$ cat src/rtl/uart_tx_if.sv
// Byte-stream handshake and serial line of the uart_tx transmitter.
// master drives the byte and its valid; slave is the transmitter side.
interface uart_tx_if;
    logic [7:0] tx_din;
    logic       tx_din_vld;
    logic       tx_rdy;
    logic       tx;
    logic       tx_busy;
    logic       tx_done;

    modport master (
        output tx_din,
        output tx_din_vld,
        input  tx_rdy,
        input  tx,
        input  tx_busy,
        input  tx_done
    );

    modport slave (
        input  tx_din,
        input  tx_din_vld,
        output tx_rdy,
        output tx,
        output tx_busy,
        output tx_done
    );
endinterface

$ cat src/rtl/uart_tx.sv
// UART transmitter: start, 8 data bits LSB first, stop; every bit lasts CLOCK_FRQ/BAUD cycles.
// Define UART_TX_PARITY_EN to insert a parity slot (sense set by PARITY_ODD) before the stop bit.
module uart_tx #(
    parameter int unsigned CLOCK_FRQ  = 50000000,
    parameter int unsigned BAUD       = 115200,
    parameter int unsigned PARITY_ODD = 0
) (
    input logic     clk,
    input logic     rst_n,
    uart_tx_if.slave bus
);

    localparam int unsigned BPS  = CLOCK_FRQ / BAUD;
    localparam int unsigned CntW = (BPS > 1) ? $clog2(BPS) : 1;
    localparam logic [CntW-1:0] BpsMax = CntW'(BPS - 1);

    if (BPS < 2) begin : gen_bad_bps
        $error("uart_tx: CLOCK_FRQ/BAUD must be at least 2");
    end
    if (PARITY_ODD > 1) begin : gen_bad_parity
        $error("uart_tx: PARITY_ODD must be 0 or 1");
    end

    typedef enum logic [2:0] {
        StIdle,
        StStart,
        StData,
`ifdef UART_TX_PARITY_EN
        StParity,
`endif
        StStop
    } state_e;

    state_e          state_q;
    logic [CntW-1:0] cnt_bps_q;
    logic [3:0]      cnt_bit_q;
    logic [7:0]      data_q;
    logic            tx_q;
    logic            rdy_q;
    logic            busy_q;
    logic            done_q;
    logic            bit_end;

    assign bit_end = (cnt_bps_q == BpsMax);

`ifdef UART_TX_PARITY_EN
    logic par_bit;
    assign par_bit = (^data_q) ^ PARITY_ODD[0];
`endif

    always_ff @(posedge clk) begin
        if (!rst_n) begin
            state_q   <= StIdle;
            cnt_bps_q <= '0;
            cnt_bit_q <= '0;
            data_q    <= '0;
            tx_q      <= 1'b1;
            rdy_q     <= 1'b0;
            busy_q    <= 1'b0;
            done_q    <= 1'b0;
        end else begin
            done_q <= 1'b0;
            // Bit timing runs only inside a frame; cnt_bit_q is the slot index (0 = start).
            if (state_q != StIdle) begin
                cnt_bps_q <= bit_end ? '0 : cnt_bps_q + 1'b1;
                if (bit_end) begin
                    cnt_bit_q <= cnt_bit_q + 4'd1;
                end
            end
            case (state_q)
                StIdle: begin
                    rdy_q <= 1'b1;
                    tx_q  <= 1'b1;
                    if (bus.tx_din_vld && rdy_q) begin
                        data_q    <= bus.tx_din;
                        tx_q      <= 1'b0;
                        rdy_q     <= 1'b0;
                        busy_q    <= 1'b1;
                        cnt_bps_q <= '0;
                        cnt_bit_q <= '0;
                        state_q   <= StStart;
                    end
                end
                StStart: begin
                    if (bit_end) begin
                        tx_q    <= data_q[0];
                        state_q <= StData;
                    end
                end
                StData: begin
                    if (bit_end) begin
                        if (cnt_bit_q == 4'd8) begin
`ifdef UART_TX_PARITY_EN
                            tx_q    <= par_bit;
                            state_q <= StParity;
`else
                            tx_q    <= 1'b1;
                            state_q <= StStop;
`endif
                        end else begin
                            // Slot n+1 carries data bit n.
                            tx_q <= data_q[cnt_bit_q[2:0]];
                        end
                    end
                end
`ifdef UART_TX_PARITY_EN
                StParity: begin
                    if (bit_end) begin
                        tx_q    <= 1'b1;
                        state_q <= StStop;
                    end
                end
`endif
                StStop: begin
                    if (bit_end) begin
                        tx_q      <= 1'b1;
                        rdy_q     <= 1'b1;
                        busy_q    <= 1'b0;
                        done_q    <= 1'b1;
                        cnt_bps_q <= '0;
                        cnt_bit_q <= '0;
                        state_q   <= StIdle;
                    end
                end
                default: begin
                    tx_q    <= 1'b1;
                    busy_q  <= 1'b0;
                    state_q <= StIdle;
                end
            endcase
        end
    end

    assign bus.tx      = tx_q;
    assign bus.tx_rdy  = rdy_q;
    assign bus.tx_busy = busy_q;
    assign bus.tx_done = done_q;

endmodule

$ cat src/flat_wrapper.sv
// flat-port wrapper written by rule: the top's interface ports become plain ports
module uart_tx_flat 
#(
    parameter int unsigned CLOCK_FRQ  = 50000000,
    parameter int unsigned BAUD       = 115200,
    parameter int unsigned PARITY_ODD = 0
)
  (clk, rst_n, bus_tx_din, bus_tx_din_vld, bus_tx_rdy, bus_tx, bus_tx_busy, bus_tx_done);
  uart_tx_if bus_i ();
  input logic clk;
  input logic rst_n;
  input wire logic [$bits(bus_i.tx_din)-1:0] bus_tx_din;
  input wire logic [$bits(bus_i.tx_din_vld)-1:0] bus_tx_din_vld;
  output wire logic [$bits(bus_i.tx_rdy)-1:0] bus_tx_rdy;
  output wire logic [$bits(bus_i.tx)-1:0] bus_tx;
  output wire logic [$bits(bus_i.tx_busy)-1:0] bus_tx_busy;
  output wire logic [$bits(bus_i.tx_done)-1:0] bus_tx_done;
  assign bus_i.tx_din = bus_tx_din;
  assign bus_i.tx_din_vld = bus_tx_din_vld;
  assign bus_tx_rdy = bus_i.tx_rdy;
  assign bus_tx = bus_i.tx;
  assign bus_tx_busy = bus_i.tx_busy;
  assign bus_tx_done = bus_i.tx_done;
  uart_tx #(.CLOCK_FRQ(CLOCK_FRQ), .BAUD(BAUD), .PARITY_ODD(PARITY_ODD)) u_core (.clk(clk), .rst_n(rst_n), .bus(bus_i));
endmodule
$ cat config.mk
export PLATFORM = sky130hd
export DESIGN_NAME = uart_tx_flat
export DESIGN_NICKNAME = d
export VERILOG_FILES = /design/src/rtl/uart_tx_if.sv /design/src/rtl/uart_tx.sv /design/src/flat_wrapper.sv
export SDC_FILE = /design/constraint.sdc
export NUM_CORES = 1
export LEC_CHECK = 0
export CAP_MARGIN = 5
export CORE_MARGIN = 8
export CORE_UTILIZATION = 37
export CTS_BUF_LIST = sky130_fd_sc_hd__clkbuf_8
export DETAILED_ROUTE_END_ITERATION = 6
export GPL_TIMING_DRIVEN = 0
export SLEW_MARGIN = 0
export SYNTH_ARGS = -nofsm -noshare
export SYNTH_HDL_FRONTEND = slang
export SYNTH_SLANG_ARGS = --single-unit
$ cat constraint.sdc
create_clock -name clk -period 2.05 [get_ports clk]
set_input_delay 0.615 -clock clk [delete_from_list [all_inputs] [get_ports clk]]
set_output_delay 0.615 -clock clk [all_outputs]
set_load 0.02 [all_outputs]
Yosys cells after proc, flatten, opt, wreduce, memory -nomap -nowiden:

Index checks and enable logic that the tools add are counted.

* mux-type cells: 29
* equal/unequal tests: 10
* $add $sub $neg: 2
* bitwise gates (word level): 1
* reduce and logical (&&, ||, !) cells: 11
* order comparisons: 1

Operator list (number)
* 9-bit 2-to-1 mux: 4
* 9-bit one-hot mux with 2 select lines: 1
* 4-bit 2-to-1 mux: 4
* 3-bit 2-to-1 mux: 5
* 3-bit one-hot mux with 4 select lines: 1
* 2-bit by 1-bit != test with 1-bit output (second input constant): 5
* 9-bit by 1-bit adder with 9-bit output (second input constant): 1
* 9-bit equality test (second input constant): 1
* 1-bit 2-to-1 mux: 9
* 4-bit one-hot mux with 2 select lines: 1
* 3-bit by 2-bit equality test with 1-bit output (second input constant): 2
* 2-bit AND reduction: 3
* 3-bit AND reduction: 2
* 5-bit AND reduction: 1
* 4-bit by 1-bit adder with 4-bit output (second input constant): 1
* 4-bit equality test (second input constant): 1
* 3-bit by 4-bit less-than comparator with 1-bit output (second input constant): 1
* 1-bit one-hot mux with 4 select lines: 1
* 1-bit binary-select mux with 3-bit select: 1
* 3-bit by 1-bit equality test with 1-bit output (second input constant): 1
* 3-bit zero test: 1
* 1-bit one-hot mux with 3 select lines: 1
* 3-bit nonzero test: 1
* 1-bit one-hot mux with 2 select lines: 1
* other kinds (4): 4

* output and inout bits: 4
* register bits after elaboration: 28
* input port bits: 11

Logic depth before layout (Yosys ltp):

* depth after elaboration: 5
* gate-level depth with buffers: 7

Least setup slack after synthesis:

No wires, ideal clock.

* kind: reg-to-reg
* start: reg u_core.state_q[0]
* end: reg u_core.state_q[0]
* data required time: 1.955 ns
* slack: 0.480 ns
* cell stages (with the launch flop): 7
* arrival time: 1.474 ns
* path buffers: 0
* period minus slack after synthesis: 1.570 ns
* cell sequence: dfxtp_1 > inv_1 > ha_1 > or3_1 > o21ai_0 > nand2_1 > a221oi_1

* cells in the longest elaborated chain, start to end: 3

RTL lines
* start: declaration: line uart_tx.sv:34 `state_e state_q;`
* start signal: assignment: line uart_tx.sv:53 `state_q <= StIdle;`
* start signal: assignment: line uart_tx.sv:81 `state_q <= StStart;`
* start signal: assignment: line uart_tx.sv:87 `state_q <= StData;`
* 3-bit by 2-bit equality test with 1-bit output, or another cell as far along: line uart_tx.sv:70 `case (state_q)`
* 2-bit by 1-bit != test with 1-bit output (no source line)
* 5-bit AND reduction (no source line)

Parallel ways exist; a longest one is shown, timed or not.
A chain may end at the register's enable or synchronous reset.

Worst setup path after layout:

* start: reg u_core.rdy_q (netlist: u_core.bus.tx_rdy)
* end: out bus_tx_rdy

RTL lines
* start: declaration: line uart_tx.sv:39 `logic rdy_q;`
* start signal: assignment: line uart_tx.sv:58 `rdy_q <= 1'b0;`
* start signal: assignment: line uart_tx.sv:72 `rdy_q <= 1'b1;`
* start signal: assignment: line uart_tx.sv:77 `rdy_q <= 1'b0;`
* end: declaration: line flat_wrapper.sv:14 `output wire logic [$bits(bus_i.tx_rdy)-1:0] bus_tx_rdy;`

No word-level cell between the ends.

==> flow_summary.ini <==
[detailed_routing]
routed_wl_um = 3359
drt_iter0_drc = 141
wl_per_cell_um = 14.42
drc = 0
viasPerCell = 5.459
dr.pass1.iters = 4
vias = 1272
antenna_left = 0

[synth]
synth_fp_nets = 186
synth_ff_type = dfxtp_1
ys_ff_latch = 27
yosysSeqAreaShare = 0.3715
syn_inst = 167
synth.avg_cell_area_um2 = 8.713
synth_edf_count = 0
synthArstFlopShare = 0
syn_area_mm2 = 0.001455
ys_warn_count = 0
netlist-cell-type-count = 43

[cells_and_area]
regArea_um2 = 540.5
syn2layout_area_growth_pct = 17.20
post-route-util = 0.4589
antennaDiodeCount = 0
num-fill-cells = 365
nNetsFinal = 205
layout-drive-gt1-share = 0.07027
multiInputGateArea_um2 = 842.1
fin_cells = 233

[timing]
maxSlewViolCount = 0
finalSetupViolCount = 0
post-route-min-period_ns = 1.977
fin_tns_setup_ns = 0
worst_slack_ns = 0.07335
fin_skew_ns = 0.001250
timing.slew.headroom = 0.6814
rsz0062_at_grt = no
final-hold-violation-count = 0
max_freq_ghz = 0.5059
tightest_slew_ns = 0.4779
period_share = 0.9642

[cts]
tritoncts = done
clock_latency_ns = 0.27
clock_tree.buffer_depth = 2
cts_root_buf = clkbuf_8
clock-sinks = 27
htree_levels = 1
cts_buffers = 3
clkSlewWorstSetupHoldPaths_ns = 0.09

[setup_path]
criticalPathCategory = flop to primary output
crit_start = u_core.bus.tx_rdy
cp_slowest_cell = clkdlybuf4s50_1
cpPeakStageDelay_ns = 0.64
path_max_fanout = 6
crit_chain = clkdlybuf4s50_1
crit_path_start_kind = flop
crit_path_end_kind = primary output
path_buf_inv = 1
worstPathRequired_ns = 1.43
r2r-start = u_core.state_q[0]
crit_arrival_ns = 1.36
crit_family = buffers and inverters
reg2reg_slack_ns = 0.10

[placement]
port_buffers = 14
place_ws_ns = -0.1078
place_hpwl_um = 2491
place_congestion = 0.8155
place_inst = 229

[status]
status = completed

[power_and_ir_drop]
clkPwrFrac = 0.192
leakage_nw = 0.5926
switching_power_mw = 0.5916
comb_power_share = 0.408
powerDensity_mw_per_mm2 = 927.0
p_sw_frac = 0.3742
power_mw = 1.581
p_seq_frac = 0.400
ir_drop_v = 0.0004421
intPower_mw = 0.9893

[floorplanning]
fp-row-count = 22
die_area_mm2 = 0.006195
start_util = 0.3916
core_mm2 = 0.003716
die-height_um = 78.71
fp.dieW_um = 78.71
boundaryPins = 15

[hold_path]
hp-start = u_core.data_q[3]
min_path_type = flop to flop

[grt]
grt_util_all_layers = 0.1110
grt_max_degree = 15
grt_pass1_vias = 1249
gr-total-overflow = 0
grt_pass1_wl_um = 5713
antenna_found_initial = 0

[flow_run]
maxCapViolCount = 0
## final timing paths
kind / endpoint / cells after the start
max: bus_tx_rdy / 1
min: u_core.data_q[3] / 2
max reg2reg: u_core.cnt_bit_q[1] / 6
min reg2reg: u_core.data_q[3] / 2
## cells in the final DEF (no fill, tap or decap), drive strengths merged, types with 5 or more instances in the layout
cell type      netlist  final
xnor2                5      5
nand2               26     26
ha                   8      8
a21oi               11     11
dfxtp               27     27
nand3                5      5
inv                  7      8
clkdlybuf4s50        0     14
nor2                12     12
clkbuf               5      8
## metal layers
layer  track usage  part of all wire  vias to the layer above
met5             0                 0                        -
met1        0.1394              0.49                      599
met3       0.02365             0.051                        7
met2        0.1831              0.44                       32
li1              -                 -                      634
met4       0.03889             0.019                        0
## cell usage after synthesis, types with 2 or more instances
cell type  number  area, um^2
inv_1           7       26.28
nand4_1         3       18.77
buf_2           2       10.01
o21ai_0         3       15.01
nor2_1         12       45.04
xor2_1          2       17.52
nor3_1          4       20.02
a211o_1         3       26.28
nor4b_1         2       17.52
mux2i_1         4       40.04
nand2_1        26       97.59
or3_1           3       18.77
xnor2_1         5       43.79
a31oi_1         2       12.51
dfxtp_1        27       540.5
a221oi_1        2       17.52
nand3b_1        4       30.03
clkbuf_1        5       18.77
a21oi_1        11       55.05
nand3_1         5       25.02
ha_1            8       100.1
buf_6           2       22.52
and3_1          2       12.51
nor4_1          2       12.51
nand4b_1        3       26.28
## power groups by stage
stage / logic, mW / clock network [mW] / registers (mW)
floorplan: 0.437 / 0 / 0.658
global placement: 0.630 / 0 / 0.642
finish: 0.645 / 0.304 / 0.632
detailed placement: 0.634 / 0 / 0.645
global route: 0.704 / 0.331 / 0.641
CTS: 0.636 / 0.306 / 0.633
## logic make-up after synthesis
logic type / synth area share
DFF: 0.3715
muxes: 0.04299
adders and majority gates: 0.06879
xor gates and xnor gates: 0.04213
buffers and inverters: 0.05331
AOI/OAI and AO/OA: 0.1668
and+or+nand+nor: 0.2545
## cell type report
cell class	instances	area share
Tap cell	48	0.03522
Sequential cell	27	0.3169
Inverter	7	0.01541
Buffer	9	0.03008
Multi-Input combinational cell	124	0.4938
Timing Repair Buffer	14	0.08217
Clock buffer	3	0.02421
Clock inverter	1	0.002201
## state kept, by name (all words and copies together) (netlist names)
| signal | cells |
|---|---|
| u_core.bus.tx_done | 1 |
| u_core.bus.tx_rdy | 1 |
| u_core.cnt_bit_q | 4 |
| u_core.cnt_bps_q | 9 |
| u_core.state_q | 2 |
| u_core.bus.tx | 1 |
| u_core.data_q | 8 |
| u_core.bus.tx_busy | 1 |
## worst min-delay path, cell delays in order (launching register included)
cell and delay [ns]:
dfxtp_1 0.32, nand2_1 0.05, a21oi_1 0.05
## per-stage QoR
step | cell area (um^2) | hold WS (ns)
5_1_grt | 1705 | 0.4715
6_report | 1705 | 0.4584
3_5_place_dp | 1655 | 0.4459
3_3_place_gp | 1655 | 0.4426
2_1_floorplan | 1455 | 0.4331
4_1_cts | 1700 | 0.4591
## what timing repair did
item | in CTS | in global routing
setup buffers | 0 | 0
hold buffers | 0 | 0
resized for setup | 0 | 1
setup endpoints to repair | 0 | 1
(Power assumes the default switching activity.)
